===== src/rtl/scd_step_counter.sv =====
`default_nettype none
// ============================================================================
//  Module   : scd_step_counter
//  Brief    : SCAD exponent/shift-count datapath (W-bit adder, FE and SC
//             registers, status flags) with a sequenced SC count-down loop
//             that issues busy/step/done handshakes to the shifter loop.
//  Revision : 1.0  initial release
// ============================================================================
module scd_step_counter #(
    parameter int W         = 10,
    parameter int GE_THRESH = 36
) (
    input  logic         clk,
    input  logic         rst_n,
    input  logic [W-1:0] scada,
    input  logic [W-1:0] scadb,
    input  logic [2:0]   scad_op,
    input  logic         fe_load,
    input  logic         sc_load,
    input  logic         sc_sel,
    input  logic         start,
    input  logic         step_en,
    input  logic         abort,
    output logic [W-1:0] scad,
    output logic         scad_eq0,
    output logic         scad_sign,
    output logic         scad_ovf,
    output logic [W-1:0] fe,
    output logic [W-1:0] sc,
    output logic         fe_sign,
    output logic         sc_sign,
    output logic         sc_ge_thresh,
    output logic         busy,
    output logic         step,
    output logic         done
);

    localparam logic [1:0]   c_ST_IDLE = 2'd0;
    localparam logic [1:0]   c_ST_RUN  = 2'd1;
    localparam logic [1:0]   c_ST_DONE = 2'd2;

    localparam logic [W-1:0] c_ZERO    = '0;
    localparam logic [W-1:0] c_ONE     = {{(W-1){1'b0}}, 1'b1};
    localparam logic [W-1:0] c_THRESH  = W'(GE_THRESH);

    logic [1:0]   r_state;
    logic [1:0]   w_state_next;
    logic [W-1:0] r_fe;
    logic [W-1:0] r_sc;
    logic [W-1:0] w_sc_next;
    logic         w_busy;
    logic         w_step;
    logic         w_done;

    logic [W-1:0] w_sum;
    logic [W-1:0] w_diff;
    logic [W-1:0] w_inc;
    logic [W-1:0] w_dec;
    logic [W-1:0] w_scad;
    logic         w_ovf;

    assign w_sum  = scada + scadb;
    assign w_diff = scada - scadb;
    assign w_inc  = scada + c_ONE;
    assign w_dec  = scada - c_ONE;

    // SCAD function select and signed-overflow detection for the arithmetic ops
    always_comb begin
        w_scad = scada;
        w_ovf  = 1'b0;
        case (scad_op)
            3'd0: w_scad = scada;
            3'd1: w_scad = scadb;
            3'd2: begin
                w_scad = w_sum;
                w_ovf  = (scada[W-1] == scadb[W-1]) && (w_sum[W-1] != scada[W-1]);
            end
            3'd3: begin
                w_scad = w_diff;
                w_ovf  = (scada[W-1] != scadb[W-1]) && (w_diff[W-1] != scada[W-1]);
            end
            3'd4: begin
                w_scad = w_inc;
                w_ovf  = !scada[W-1] && w_inc[W-1];
            end
            3'd5: begin
                w_scad = w_dec;
                w_ovf  = scada[W-1] && !w_dec[W-1];
            end
            3'd6: w_scad = scada | scadb;
            default: w_scad = scada & scadb;
        endcase
    end

    // Loop sequencing: next state, next SC and the busy/step/done handshakes
    always_comb begin
        w_state_next = r_state;
        w_sc_next    = r_sc;
        w_busy       = 1'b0;
        w_step       = 1'b0;
        w_done       = 1'b0;
        case (r_state)
            c_ST_IDLE: begin
                // start takes precedence over a same-cycle SC load
                if (start) begin
                    if (r_sc[W-1] || (r_sc == c_ZERO)) begin
                        w_state_next = c_ST_DONE;
                    end else begin
                        w_state_next = c_ST_RUN;
                    end
                end else if (sc_load) begin
                    w_sc_next = sc_sel ? r_fe : w_scad;
                end
            end
            c_ST_RUN: begin
                w_busy = 1'b1;
                if (abort) begin
                    // abort wins over step_en: no iteration executed this cycle
                    w_state_next = c_ST_IDLE;
                end else if (step_en) begin
                    w_step    = 1'b1;
                    w_sc_next = r_sc - c_ONE;
                    if (r_sc == c_ONE) begin
                        w_state_next = c_ST_DONE;
                    end
                end
            end
            c_ST_DONE: begin
                w_done       = !abort;
                w_state_next = c_ST_IDLE;
            end
            default: begin
                w_state_next = c_ST_IDLE;
            end
        endcase
    end

    // State, FE and SC registers with synchronous active-low reset
    always_ff @(posedge clk) begin
        if (!rst_n) begin
            r_state <= c_ST_IDLE;
            r_fe    <= c_ZERO;
            r_sc    <= c_ZERO;
        end else begin
            r_state <= w_state_next;
            r_sc    <= w_sc_next;
            if (fe_load) begin
                r_fe <= w_scad;
            end
        end
    end

    assign scad         = w_scad;
    assign scad_eq0     = (w_scad == c_ZERO);
    assign scad_sign    = w_scad[W-1];
    assign scad_ovf     = w_ovf;
    assign fe           = r_fe;
    assign sc           = r_sc;
    assign fe_sign      = r_fe[W-1];
    assign sc_sign      = r_sc[W-1];
    assign sc_ge_thresh = ($signed(r_sc) >= $signed(c_THRESH));
    assign busy         = w_busy;
    assign step         = w_step;
    assign done         = w_done;

endmodule
`default_nettype wire


===== config.mk =====
export PLATFORM = sky130hd
export DESIGN_NAME = scd_step_counter
export DESIGN_NICKNAME = d
export VERILOG_FILES = /design/src/rtl/scd_step_counter.sv
export SDC_FILE = /design/constraint.sdc
export NUM_CORES = 1
export LEC_CHECK = 0
export ABC_CLOCK_PERIOD_IN_PS = 2900
export CORE_MARGIN = 5
export CORE_UTILIZATION = 49
export CTS_BUF_LIST = sky130_fd_sc_hd__clkbuf_8
export CTS_CLUSTER_DIAMETER = 60
export DETAILED_ROUTE_END_ITERATION = 10
export PLACE_DENSITY = 0.8
export SYNTH_ARGS = -nofsm -noshare
export SYNTH_HDL_FRONTEND = slang
export SYNTH_SLANG_ARGS = --single-unit

===== constraint.sdc =====
create_clock -name clk -period 2.9 [get_ports clk]
set_input_delay 0.435 -clock clk [delete_from_list [all_inputs] [get_ports clk]]
set_output_delay 0.435 -clock clk [all_outputs]
set_load 0.02 [all_outputs]

==> results.cfg <==
[outcome]
outcome = complete, but fails checks
failed_checks = setup timing

[floorplanning]
floorplan.rows = 30
die_w_um = 93.9
floorplan.die.height_um = 93.9
top_level_ports = 70
dieArea_um2 = 8820
fp.coreArea_um2 = 6830
initial_utilization_pct = 50.5

[logic_synthesis]
cell_count_after_synthesis = 475
yosys_warnings = 0
synth_nets = 545
synth.top_cells.by_count = sky130_fd_sc_hd__inv_1 (41), sky130_fd_sc_hd__nor2_1 (38), sky130_fd_sc_hd__ha_1 (37)
synth_largest_type_area_fraction_pct = 13.4
synth_top_cells_by_area = sky130_fd_sc_hd__ha_1 (13%), sky130_fd_sc_hd__dfxtp_1 (13%), sky130_fd_sc_hd__a21oi_1 (4.8%)
synth_top_cell_by_area = sky130_fd_sc_hd__ha_1
synth-edff-count = 0
avgSynthCellArea_um2 = 7.26
fraction_of_the_yosys_area_taken_by_sequential_cells_pct = 12.8
yosys.cell_count.top_type = sky130_fd_sc_hd__inv_1
synth_cell_type_count = 68
postSynth.asyncResetShare_pct = 0
synth_top_flop_cell = sky130_fd_sc_hd__dfxtp_1
synthesized_cell_area_um2 = 3450
ys_seq_elements = 22

[place]
post-place-cells = 736
gpl.final_weighted_congestion = 1.04
place.port_buffers = 69
hpwl_um = 10800
placement.cell_area_um2 = 5130

[clock_tree]
cts_tree = built
ctsHtreeMaxLevel = 1
cts_root_buf = sky130_fd_sc_hd__clkbuf_8
clkTransAtPathRegs_ns = 0.07
clock_sink_count = 22
clkLatencyLatePin_ns = 0.27
cts_buffers = 3
cts_max_path_buffers = 2

[sta]
worst_slew_pin_slew_ns = 0.727
hold_viol_final = 0
final_min_period_over_clock_period_pct = 115
slew_headroom_pct = 51.4
layout_min_cycle_time_ns = 3.35
finalHoldWorstSlack_ns = 0.516
clock-skew-final_ns = 0.0113
fmax_ghz = 0.299
final-setup-viol-count = 5
layout_setup_ws_ns = -0.448
grt_setup_unrepaired = yes
slew_violations = 0
fin_setup_tns_ns = -1.50

[drt]
drt_drc_violations_left = 0
drtAntennaViolNets = 0
initialDrtViolationCount = 723
wl_per_cell_um = 22.1
first_pass_drt_iterations = 6
postRouteWirelength_um = 16900
via_count = 5091
detail_routed_via_count_per_cell = 6.64

[min_path]
holdPathStages = 1
timing.hold.worst.class = reg2reg

[layout]
layout.cell_area.non_filler_um2 = 5950
nNetsFinal = 743
n_antenna_cell = 0
layout-area-overhead-vs-synth_pct = 72.5
number_of_standard_cells_in_the_final_layout_excluding_fillers = 767
drive_gt1_share_pct = 42.0

[critical_path]
critical_path_class = in2out
regToRegSetupSlack_ns = 0.67
critical_path.max_fanout = 3
cp.required_ns = 2.47
critPathArrivalTime_ns = 2.91
endpoint_kind = output pin
worstSetupStartpointType = input pin
timing.reg2reg.worst_path_depth = 7

[global_routing]
grt_pass1_vias = 4797
combined_global_route_utilization_of_all_metal_layers_pct = 34.9
antenna_found_initial = 0
grt_max_degree = 22
grt_remaining_overflow = 0
grt_pass1_wl_um = 24500

[flow_run]
max_cap_check_violation_count = 0

[power_and_ir_drop]
vdd_ir_drop_max_mv = 0.224
totalPowerFinal_w = 0.00190
power.static_leakage_nw = 2.63
power_density_nw_per_um2 = 319
## placed cells by master, fill, tap and decap left out, types with 4 or more instances in the layout
cell type / count
sky130_fd_sc_hd__o22ai_1: 4
sky130_fd_sc_hd__a21o_1: 6
sky130_fd_sc_hd__o21ai_0: 15
sky130_fd_sc_hd__buf_4: 137
sky130_fd_sc_hd__nand3_1: 12
sky130_fd_sc_hd__clkdlybuf4s50_1: 38
sky130_fd_sc_hd__inv_1: 24
sky130_fd_sc_hd__and3_1: 6
sky130_fd_sc_hd__buf_8: 5
sky130_fd_sc_hd__inv_4: 5
sky130_fd_sc_hd__nor4_1: 5
sky130_fd_sc_hd__o21a_1: 6
sky130_fd_sc_hd__inv_2: 12
sky130_fd_sc_hd__and4_1: 4
sky130_fd_sc_hd__xnor2_1: 8
sky130_fd_sc_hd__nor3b_1: 5
sky130_fd_sc_hd__nor2_1: 35
sky130_fd_sc_hd__a21oi_2: 4
sky130_fd_sc_hd__ha_4: 15
sky130_fd_sc_hd__nand2b_1: 11
sky130_fd_sc_hd__nor3_1: 13
sky130_fd_sc_hd__nand2_1: 30
sky130_fd_sc_hd__mux2i_1: 15
sky130_fd_sc_hd__nor2b_1: 12
sky130_fd_sc_hd__dfxtp_1: 22
sky130_fd_sc_hd__a31oi_1: 4
sky130_fd_sc_hd__a21oi_1: 28
sky130_fd_sc_hd__nand3b_1: 5
sky130_fd_sc_hd__or3_4: 4
sky130_fd_sc_hd__ha_1: 17
sky130_fd_sc_hd__o21bai_1: 4
sky130_fd_sc_hd__or4_1: 4
sky130_fd_sc_hd__buf_6: 25
sky130_fd_sc_hd__ha_2: 5
## timing repair
| action | CTS | global route |
|---|---|---|
| hold endpoints to repair | 0 | 0 |
| gates resized for setup | 214 | 58 |
| pin swaps | 34 | 36 |
| endpoints found under the setup margin | 18 | 12 |
| setup buffers | 22 | 9 |
| hold buffers | 0 | 0 |
| cloned | 1 | 0 |
## worst paths after layout
kind                               start       end
worst max register to register     sc[2]     sc[9]
worst max-delay path            scada[0]  scad_eq0
worst min-delay path               fe[7]     fe[7]
worst min register to register     fe[7]     fe[7]
## cell families after synthesis
| group | count (synthesis) | share of synthesized area, % |
|---|---|---|
| and+or+nand+nor | 176 | 27.2 |
| AOI/OAI and AO/OA | 142 | 29.0 |
| buffers and inverters | 69 | 8.56 |
| adders and majority gates | 39 | 14.6 |
| DFF | 22 | 12.8 |
| muxes | 18 | 5.62 |
| xor gates and xnor gates | 9 | 2.29 |
## through the flow
step / util [%] / worst slack (ns)
3_3_place_gp: 75.2 / -1.36
2_1_floorplan: - / -0.283
3_5_place_dp: 75.2 / -1.41
5_1_grt: 87.1 / -0.509
4_1_cts: 84.2 / -0.484
6_report: 87.1 / -0.448
## state kept, by name (all words and copies together), names as in the netlist
name / count
r_state: 2
fe: 10
sc: 10
## per-layer routing
metal	GRT usage [%]	wire, um	vias up
li1	-	-	2149
met1	43.2	5950	2382
met2	60.3	8210	423
met3	5.61	1690	137
met4	13.2	1070	0
met5	0	0	-
## power breakdown
part | total [W] | internal (W) | switching [W]
combinational | 0.00132 | 0.000620 | 0.000696
sequential | 0.000391 | 0.000337 | 0.0000532
clock | 0.000195 | 0.0000929 | 0.000102
## final cells by class
class / count / area, um^2
Fill cell: 361 / 880
Sequential cell: 22 / 440
Timing Repair Buffer: 220 / 1910
Tap cell: 96 / 120
Multi-Input combinational cell: 384 / 3270
Inverter: 42 / 170
Clock buffer: 3 / 41.3
## worst max-delay path, cell delays in order
cell and delay, ns:
sky130_fd_sc_hd__buf_8 0.09, sky130_fd_sc_hd__inv_4 0.04, sky130_fd_sc_hd__ha_4 0.16, sky130_fd_sc_hd__inv_2 0.07
sky130_fd_sc_hd__fa_2 0.45, sky130_fd_sc_hd__nand2_1 0.08, sky130_fd_sc_hd__o21ai_1 0.06, sky130_fd_sc_hd__mux4_2 0.49
sky130_fd_sc_hd__or3_4 0.37, sky130_fd_sc_hd__or3_4 0.35, sky130_fd_sc_hd__nor4_4 0.15, sky130_fd_sc_hd__buf_4 0.18
Note: power is estimated with default switching activity, not from simulation.
